<file path="config.mk">
export PLATFORM = sky130hd
export DESIGN_NAME = t05_1602_lcd_ctrl_flat
export DESIGN_NICKNAME = d
export VERILOG_FILES = /design/src/rtl/t05_1602_lcd_ctrl_if.sv /design/src/rtl/t05_1602_lcd_ctrl.sv /design/src/flat_wrapper.sv
export SDC_FILE = /design/constraint.sdc
export NUM_CORES = 1
export LEC_CHECK = 0
export CAP_MARGIN = 10
export CORE_UTILIZATION = 45
export CTS_BUF_LIST = sky130_fd_sc_hd__clkbuf_4
export CTS_CLUSTER_DIAMETER = 100
export DETAILED_ROUTE_END_ITERATION = 7
export GPL_TIMING_DRIVEN = 1
export HOLD_SLACK_MARGIN = 0.1
export PLACE_DENSITY_LB_ADDON = 0.3
export SYNTH_ARGS = -nofsm -noshare
export SYNTH_HDL_FRONTEND = slang
export SYNTH_SLANG_ARGS = --single-unit
export TNS_END_PERCENT = 5
</file>
<file path="constraint.sdc">
create_clock -name clk -period 3.38 [get_ports clk]
set_clock_uncertainty 0.2 [all_clocks]
set_input_delay 0.676 -clock clk [delete_from_list [all_inputs] [get_ports clk]]
set_output_delay 0.676 -clock clk [all_outputs]
set_load 0.1 [all_outputs]
</file>
<file path="src/rtl/t05_1602_lcd_ctrl_if.sv">
`default_nettype none
// +----------------------------------------------------------------------------+
// | Module      : t05_1602_lcd_ctrl_if                                         |
// | Description : Host request bus plus SPI byte-transmitter handshake for the |
// |               1602 LCD controller. The slave modport is the controller;    |
// |               the master modport is whatever drives requests and models    |
// |               the transmitter.                                             |
// | Revision    : 1.0  initial release                                         |
// +----------------------------------------------------------------------------+
interface t05_1602_lcd_ctrl_if;
  logic       req_valid;
  logic       req_rs;
  logic [7:0] req_data;
  logic       req_ready;
  logic       init_done;
  logic       spi_start;
  logic [7:0] spi_data;
  logic       spi_busy;
  logic       spi_done;

  modport slave (
    input  req_valid, req_rs, req_data, spi_busy, spi_done,
    output req_ready, init_done, spi_start, spi_data
  );

  modport master (
    output req_valid, req_rs, req_data, spi_busy, spi_done,
    input  req_ready, init_done, spi_start, spi_data
  );
endinterface
`default_nettype wire

</file>
<file path="src/rtl/t05_1602_lcd_ctrl.sv">
`default_nettype none
// +----------------------------------------------------------------------------+
// | Module      : t05_1602_lcd_ctrl                                            |
// | Description : HD44780 1602 LCD sequencer in 4-bit mode over an SPI port    |
// |               expander. Power-up wait, fixed init list, then host bytes,   |
// |               each split into E-strobed nibble frames with exec delays.    |
// | Revision    : 1.0  initial release                                         |
// +----------------------------------------------------------------------------+
module t05_1602_lcd_ctrl #(
  parameter int POWERUP_CYC    = 400000,
  parameter int INIT_WAIT_CYC  = 41000,
  parameter int SHORT_WAIT_CYC = 400,
  parameter int LONG_WAIT_CYC  = 16000,
  parameter bit BACKLIGHT      = 1'b1
) (
  input wire clk,
  input wire rst_n,
  t05_1602_lcd_ctrl_if.slave bus
);

  // One counter serves the power-up wait and every execution delay.
  localparam int c_MAX_A = (POWERUP_CYC > INIT_WAIT_CYC) ? POWERUP_CYC : INIT_WAIT_CYC;
  localparam int c_MAX_B = (LONG_WAIT_CYC > SHORT_WAIT_CYC) ? LONG_WAIT_CYC : SHORT_WAIT_CYC;
  localparam int c_MAX   = (c_MAX_A > c_MAX_B) ? c_MAX_A : c_MAX_B;
  localparam int c_CNT_W = $clog2(c_MAX + 1);

  // Terminal counts: a wait of N cycles runs the counter 0..N-1.
  localparam logic [c_CNT_W-1:0] c_PWR_TERM   = c_CNT_W'(POWERUP_CYC - 1);
  localparam logic [c_CNT_W-1:0] c_INIT_TERM  = c_CNT_W'(INIT_WAIT_CYC - 1);
  localparam logic [c_CNT_W-1:0] c_SHORT_TERM = c_CNT_W'(SHORT_WAIT_CYC - 1);
  localparam logic [c_CNT_W-1:0] c_LONG_TERM  = c_CNT_W'(LONG_WAIT_CYC - 1);

  typedef enum logic [2:0] {
    S_PWRUP     = 3'd0,
    S_LOAD      = 3'd1,
    S_SEND      = 3'd2,
    S_WAIT_DONE = 3'd3,
    S_DELAY     = 3'd4,
    S_READY     = 3'd5
  } state_t;

  state_t               r_state;
  logic [c_CNT_W-1:0]   r_cnt;
  logic [c_CNT_W-1:0]   r_term;
  logic [2:0]           r_entry;
  logic                 r_init;
  logic [7:0]           r_byte;
  logic                 r_rs;
  logic                 r_nib;
  logic [1:0]           r_frame;
  logic                 r_req_ready;
  logic                 r_init_done;
  logic                 r_spi_start;
  logic [7:0]           r_spi_data;

  logic [7:0]           w_ie_byte;
  logic                 w_ie_nib;
  logic [c_CNT_W-1:0]   w_ie_term;
  logic [c_CNT_W-1:0]   w_host_term;
  logic                 w_last;
  logic [1:0]           w_next_frame;

  // Frame layout {nibble, BL, E, RW=0, RS}; even frames raise E, odd frames drop it,
  // frames 0/1 carry the high nibble and 2/3 the low nibble.
  function automatic logic [7:0] f_frame(input logic [7:0] b, input logic rs,
                                         input logic [1:0] idx);
    logic [3:0] n;
    n = idx[1] ? b[3:0] : b[7:4];
    return {n, BACKLIGHT, ~idx[0], 1'b0, rs};
  endfunction

  // Init list decode; nibble entries hold their nibble in the high half of the byte.
  always_comb begin
    w_ie_byte = 8'h00;
    w_ie_nib  = 1'b0;
    w_ie_term = c_SHORT_TERM;
    case (r_entry)
      3'd0, 3'd1, 3'd2: begin
        w_ie_byte = 8'h30;
        w_ie_nib  = 1'b1;
        w_ie_term = c_INIT_TERM;
      end
      3'd3: begin
        w_ie_byte = 8'h20;
        w_ie_nib  = 1'b1;
      end
      3'd4:    w_ie_byte = 8'h28;
      3'd5:    w_ie_byte = 8'h0C;
      3'd6:    w_ie_byte = 8'h06;
      default: begin
        w_ie_byte = 8'h01;
        w_ie_term = c_LONG_TERM;
      end
    endcase
  end

  // Clear and home commands need the long execution time.
  assign w_host_term  = (!bus.req_rs && (bus.req_data == 8'h01 || bus.req_data == 8'h02 ||
                                         bus.req_data == 8'h03)) ? c_LONG_TERM : c_SHORT_TERM;
  assign w_last       = r_nib ? (r_frame == 2'd1) : (r_frame == 2'd3);
  assign w_next_frame = r_frame + 2'd1;

  // Main sequencer: power-up, init list, host bytes, frame handshake and delays.
  always_ff @(posedge clk or negedge rst_n) begin
    if (!rst_n) begin
      r_state     <= S_PWRUP;
      r_cnt       <= '0;
      r_term      <= '0;
      r_entry     <= 3'd0;
      r_init      <= 1'b1;
      r_byte      <= 8'h00;
      r_rs        <= 1'b0;
      r_nib       <= 1'b0;
      r_frame     <= 2'd0;
      r_req_ready <= 1'b0;
      r_init_done <= 1'b0;
      r_spi_start <= 1'b0;
      r_spi_data  <= 8'h00;
    end else begin
      r_spi_start <= 1'b0;
      case (r_state)
        S_PWRUP: begin
          if (r_cnt == c_PWR_TERM) begin
            r_cnt   <= '0;
            r_entry <= 3'd0;
            r_state <= S_LOAD;
          end else begin
            r_cnt <= r_cnt + 1'b1;
          end
        end
        S_LOAD: begin
          r_byte     <= w_ie_byte;
          r_nib      <= w_ie_nib;
          r_term     <= w_ie_term;
          r_rs       <= 1'b0;
          r_frame    <= 2'd0;
          r_spi_data <= f_frame(w_ie_byte, 1'b0, 2'd0);
          r_state    <= S_SEND;
        end
        S_SEND: begin
          if (!bus.spi_busy) begin
            r_spi_start <= 1'b1;
            r_state     <= S_WAIT_DONE;
          end
        end
        S_WAIT_DONE: begin
          if (bus.spi_done) begin
            if (w_last) begin
              r_cnt   <= '0;
              r_state <= S_DELAY;
            end else begin
              r_frame    <= w_next_frame;
              r_spi_data <= f_frame(r_byte, r_rs, w_next_frame);
              r_state    <= S_SEND;
            end
          end
        end
        S_DELAY: begin
          if (r_cnt == r_term) begin
            r_cnt <= '0;
            if (r_init && r_entry != 3'd7) begin
              r_entry <= r_entry + 3'd1;
              r_state <= S_LOAD;
            end else begin
              r_init      <= 1'b0;
              r_req_ready <= 1'b1;
              r_init_done <= 1'b1;
              r_state     <= S_READY;
            end
          end else begin
            r_cnt <= r_cnt + 1'b1;
          end
        end
        S_READY: begin
          // The first frame launches straight from the accept so spi_start follows next cycle.
          if (bus.req_valid && r_req_ready) begin
            r_req_ready <= 1'b0;
            r_byte      <= bus.req_data;
            r_rs        <= bus.req_rs;
            r_nib       <= 1'b0;
            r_frame     <= 2'd0;
            r_term      <= w_host_term;
            r_spi_data  <= f_frame(bus.req_data, bus.req_rs, 2'd0);
            if (!bus.spi_busy) begin
              r_spi_start <= 1'b1;
              r_state     <= S_WAIT_DONE;
            end else begin
              r_state <= S_SEND;
            end
          end
        end
        default: r_state <= S_PWRUP;
      endcase
    end
  end

  assign bus.req_ready = r_req_ready;
  assign bus.init_done = r_init_done;
  assign bus.spi_start = r_spi_start;
  assign bus.spi_data  = r_spi_data;

endmodule
`default_nettype wire
</file>
<file path="src/flat_wrapper.sv">
// flat-port wrapper written by rule: the top's interface ports become plain ports
module t05_1602_lcd_ctrl_flat 
#(
  parameter int POWERUP_CYC    = 400000,
  parameter int INIT_WAIT_CYC  = 41000,
  parameter int SHORT_WAIT_CYC = 400,
  parameter int LONG_WAIT_CYC  = 16000,
  parameter bit BACKLIGHT      = 1'b1
)
  (clk, rst_n, bus_req_valid, bus_req_rs, bus_req_data, bus_spi_busy, bus_spi_done, bus_req_ready, bus_init_done, bus_spi_start, bus_spi_data);
  t05_1602_lcd_ctrl_if bus_i ();
  input wire clk;
  input wire rst_n;
  input wire logic [$bits(bus_i.req_valid)-1:0] bus_req_valid;
  input wire logic [$bits(bus_i.req_rs)-1:0] bus_req_rs;
  input wire logic [$bits(bus_i.req_data)-1:0] bus_req_data;
  input wire logic [$bits(bus_i.spi_busy)-1:0] bus_spi_busy;
  input wire logic [$bits(bus_i.spi_done)-1:0] bus_spi_done;
  output wire logic [$bits(bus_i.req_ready)-1:0] bus_req_ready;
  output wire logic [$bits(bus_i.init_done)-1:0] bus_init_done;
  output wire logic [$bits(bus_i.spi_start)-1:0] bus_spi_start;
  output wire logic [$bits(bus_i.spi_data)-1:0] bus_spi_data;
  assign bus_i.req_valid = bus_req_valid;
  assign bus_i.req_rs = bus_req_rs;
  assign bus_i.req_data = bus_req_data;
  assign bus_i.spi_busy = bus_spi_busy;
  assign bus_i.spi_done = bus_spi_done;
  assign bus_req_ready = bus_i.req_ready;
  assign bus_init_done = bus_i.init_done;
  assign bus_spi_start = bus_i.spi_start;
  assign bus_spi_data = bus_i.spi_data;
  t05_1602_lcd_ctrl #(.POWERUP_CYC(POWERUP_CYC), .INIT_WAIT_CYC(INIT_WAIT_CYC), .SHORT_WAIT_CYC(SHORT_WAIT_CYC), .LONG_WAIT_CYC(LONG_WAIT_CYC), .BACKLIGHT(BACKLIGHT)) u_core (.clk(clk), .rst_n(rst_n), .bus(bus_i));
endmodule
</file>
======== Yosys cells after proc, flatten, opt, wreduce, memory -nomap -nowiden ========
Cells that the tools add are included.
storage, ports and cells
  bits in registers ....................... 68
  output and inout bits ................... 11
  word-level logic and storage cells ...... 115
cells by class
  add/sub/neg operators ................... 3
  eq/ne operators ......................... 28
  muxes and demuxes ....................... 46
  bitwise operators ....................... 2
  reduce and logical (&&, ||, !) cells .... 23
operator list
  operator               count
  $mux 19                5
  $pmux 19 s3            1
  $pmux 19 s2            1
  $mux 8                 4
  $pmux 16 s2            1
  $mux 3                 10
  $pmux 6 s5             1
  $pmux 8 s3             1
  $add 19x1->19 const B  1
  $eq 19x19->1           1
  $eq 19x19->1 const B   1
  $pmux 3 s6             1
  $eq 8x2->1 const B     2
  $pmux 8 s2             1
  $eq 3x3->1 const B     5
  $mux 14                1
  $eq 3x2->1 const B     4
  $reduce_and 4->1       3
  $ne 2x1->1 const B     5
  $mux 1                 9
  $eq 8x1->1 const B     1
  $ne 2x2->1 const B     4
  $pmux 1 s2             4
  $reduce_or 4->1        2
  other kinds (21)       33

======== Logic depth before layout (Yosys ltp) ========
  depth after elaboration ................. 7
  mapped depth ............................ 9
  gate-level depth less buffers ........... 8

======== Worst setup path before layout ========
OpenSTA, ideal clock, no wires.
  kind .................................... register -> register
  start ................................... register u_core.r_cnt[2]
  end ..................................... register u_core.r_cnt[10]
  setup time .............................. 0.119 ns
  arrival time ............................ 2.189 ns
  required time ........................... 3.061 ns
  path slack .............................. 0.872 ns
  cell stages (with the launch flop) ...... 8
  clock period less this slack ............ 2.508 ns
  cells stage by stage .................... dfrtp_1 > or4_4 > a2111oi_4 > nand3_2 > and3_4 > nor3_4 > buf_6 > nor2_2
between the ends
  word-level cells in the longest chain between the ends .. 3
  elaborated cells between the ends (all ways) .. 6
  classes of those cells .................. add/sub (1); eq/ne (2); mux (3)
RTL lines
  item                                         line                                                text
  from (decl)                                  t05_1602_lcd_ctrl.sv:43                             logic [c_CNT_W-1:0] r_cnt;
  from (signal assigned)                       t05_1602_lcd_ctrl.sv:128                            r_cnt <= r_cnt + 1'b1;
  from (signal assigned)                       t05_1602_lcd_ctrl.sv:171                            r_cnt <= r_cnt + 1'b1;
  $add 19x1->19, or another cell as far along  t05_1602_lcd_ctrl.sv:128, t05_1602_lcd_ctrl.sv:171
  $mux 19, on equally long branches            t05_1602_lcd_ctrl.sv:159, t05_1602_lcd_ctrl.sv:123
  $pmux 19 s3 (*)                              t05_1602_lcd_ctrl.sv:121                            case (r_state)
Mark *: on every way between the ends. The rest lies on a longest branch, timed or not.
A chain may end at the register's enable or synchronous reset.

======== Worst setup path after layout ========
  start ................................... register u_core.r_cnt[2]
  end ..................................... register u_core.r_cnt[7]
Same word-level chain as after synthesis.

==> reports/qor.csv <==
stage,metric,value,unit
worst_hold_path,HP Class,reg2reg,
cells_and_area,Seq. cell area,0.00135,mm2
timing,FMAX,376,MHz
synthesis,most numerous cell in the Yosys netlist,dfrtp_1,
clock_network,clk sinks,54,
synthesis,Synth cell types,55,
global_routing,Overflow after GRT,0,
clock_network,CTS tree,yes,
global_routing,All-Layer GR Usage,20.0,%
synthesis,net count after synthesis,349,
timing,fin crit share,78.7,%
cells_and_area,area of the multi-input gates,0.00156,mm2
worst_setup_path,critical path's slowest cell,or4_4,
worst_setup_path,"Req. time, crit path",3.45,ns
power,Max VDD drop,0.446,mV
synthesis,Post-synth top flop,dfrtp_1,
global_routing,initial antenna violation count,0,
placement,DP HPWL,4.85,mm
synthesis,Yosys top cell by area,dfrtp_1,
timing,crit path time final,2.66,ns
worst_setup_path,crit path kind,reg2reg,
worst_setup_path,crit path buf inv count,1,
clock_network,post-CTS setup buffers,0,
cells_and_area,layout cell share with drive strength beyond 1,12.5,%
worst_setup_path,WP data arrival,2.73,ns
clock_network,CTS Buf Count,5,
floorplanning,Die ar.,0.00696,mm2
global_routing,vias in the first global route,2464,
cells_and_area,Area Growth Syn to Fin,11.6,%
floorplanning,# rows,29,
synthesis,Post-Syn Area,0.00298,mm2
synthesis,Synth Instances,328,
power,PD cells,661,mW/mm2
detailed_routing,DRC violations left,0,
detailed_routing,routed length per instance,15.2,um
worst_setup_path,cell class contributing the biggest share of worst-path delay,simple AND/OR/NAND/NOR gates,
floorplanning,Starting Density,46.7,%
detailed_routing,Vias,2478,
power,leakage,1.50,nW
synthesis,Synth Register Bits,54,
synthesis,number of synthesized flops with an enable pin,0,
detailed_routing,router iterations before antenna repair,5,
job,Max Cap Viol,0,
synthesis,Yosys Warn Count,0,
clock_network,"Gates resized, CTS repair",0,
worst_setup_path,Critical Path End Type,flop,
timing,final hold vios,0,
timing,max_slew headroom,55.6,%
floorplanning,chip width,83.4,um
global_routing,first-pass GRT wire length,11.4,mm
floorplanning,chip height,83.4,um
global_routing,largest net degree at the start of global routing,30,
clock_network,Root Driver,clkbuf_4,
timing,setup_tns,0,ns
clock_network,clock-pin transition on the worst setup and hold timing paths,0.15,ns
worst_setup_path,Startpoint Class,flop,
synthesis,post-synthesis sequential area ratio,45.3,%
timing,Final setup viols,0,
outcome,status,finished clean,
worst_setup_path,Slowest Stage Delay on Critical Path,0.58,ns
timing,hold_ws,0.284,ns
synthesis,"Async S/R FF share, synth",100,%
detailed_routing,DR iter-0 viols,161,
placement,Placer Congestion,0.837,
synthesis,synth cell count leaders,"dfrtp_1, nand2_1, nor2_1, nand3_1, xor2_1",
floorplanning,core footprint,0.00639,mm2
synthesis,most area-consuming cells after synthesis,"dfrtp_1, nand2_1, xor2_1",
floorplanning,Top-Level Pins,25,
detailed_routing,Total Routed Length,6.56,mm
cells_and_area,final net count,374,
worst_setup_path,CP cell instances,"or4_4, a2111oi_4, nand3_2, and3_4, nor3_4, buf_4, nor2_1",
cells_and_area,Filler Cell Count,580,
timing,unrepaired setup endpoints after global routing,no,
detailed_routing,Via density,5.76,
timing,actual slew at the worst max-slew pin,0.666,ns
worst_setup_path,crit path max fanout,16,
timing,Final Max Slew Viols,0,
synthesis,Syn Area/Cell,9.09,um2
cells_and_area,Ant. Diodes,0,
clock_network,clk_lat worst skew,0.37,ns
synthesis,Yosys top cell area share,44.5,%
clock_network,CTS HTree Levels,2,
placement,I/O Buffers,23,
detailed_routing,antenna-violating nets left,0,
clock_network,maximum clock insertion buffer count,2,
report_power, final:
part / total, mW / switching, mW / internal (mW) / leakage (nW)
Clock: 0.273 / 0.198 / 0.0756 / 0.0308
Combinational: 0.985 / 0.662 / 0.323 / 0.766
Sequential: 0.942 / 0.167 / 0.775 / 0.701
cell type report:
cell class | instances | share of cell area [%]
flip-flops and latches | 54 | 40.6
inverters | 4 | 0.451
repair buffers | 31 | 7.89
clock buffers | 5 | 1.13
well taps | 77 | 2.89
multi-input cells | 257 | 46.7
clock inverters | 2 | 0.301
per-layer routing:
layer / vias up / track usage, % / part of all wire, %
li1: 1205 / - / -
met2: 54 / 31.9 / 46
met4: 0 / 5.86 / 1.1
met5: - / 0 / 0
met3: 6 / 3.78 / 3.9
met1: 1213 / 27.7 / 49
worst paths after layout:
path | startpoint | end | slack [ns] | cells past startpoint
setup / recovery | u_core.r_cnt[2] | u_core.r_cnt[7] | 0.72 | 7
max in group asynchronous | rst_n | u_core.r_init | 2.01 | 3
hold / removal | u_core.bus.init_done | u_core.bus.init_done | 0.28 | 1
setup reg to reg | u_core.r_cnt[2] | u_core.r_cnt[7] | 0.72 | 7
hold reg to reg | u_core.bus.init_done | u_core.bus.init_done | 0.28 | 1
min in group asynchronous | rst_n | u_core.r_byte[2] | 0.62 | 3
worst register-to-register path, delay by kind of cell, from the launching register on:
family / cells / cell delay [ns]
AND/OR/NAND/NOR: 5 / 1.23
buffers and inverters: 1 / 0.27
flip-flops: 1 / 0.49
AO/OA/AOI/OAI: 1 / 0.39
layout by cell type (no fill, tap or decap), types with 2 or more instances in the layout:
master,n
a21o_1,5
a21oi_1,11
a31oi_1,2
and2_1,6
and3_1,5
and4_1,2
buf_4,17
clkbuf_4,5
clkdlybuf4s50_1,12
clkinv_2,2
dfrtp_1,53
ha_1,7
inv_1,4
mux2_2,2
mux2i_1,2
nand2_1,40
nand2b_1,5
nand3_1,19
nand4_1,8
nor2_1,34
nor2_2,10
nor2b_1,5
nor3_1,10
nor4_1,4
o211ai_1,3
o21ai_0,16
o21ai_1,6
o21bai_1,2
o22ai_1,4
or3_1,4
or4_1,3
xnor2_1,3
xor2_1,17
logic make-up after synthesis:
group,synth area share [%]
flip-flops,45.3
adder cells (fa/ha/maj),2.94
AO/OA/AOI/OAI,13.4
buffers and inverters,2.52
XOR/XNOR,5.87
AND/OR/NAND/NOR,28.4
other,0.126
multiplexers,1.43
registers in the layout, summed over array words and instances (netlist names), 2 cells and up:
signal and count:
u_core.r_cnt 19, u_core.r_byte 8, u_core.bus.spi_data 7, u_core.r_term 6, u_core.r_entry 3, u_core.r_state 3, u_core.r_frame 2
through the flow:
step                      utilization [%]  instance area (um2)  cells  power (mW)  setup WS (ns)
after floorplan                         -                 2980    328        1.69          0.872
after global placement               51.2                 3270    422        1.92          0.723
after detailed placement             51.2                 3270    422        1.94          0.642
after CTS                            52.1                 3330    430        2.22          0.718
after global routing                 52.1                 3330    430        2.35          0.585
final                                52.1                 3330    430        2.20          0.719
what timing repair did:
action | CTS | global route
endpoints found under the setup margin | 0 | 0
hold buffers | 1 | 0
endpoints found under the hold margin | 25 | 0
(Power assumes the default switching activity.)
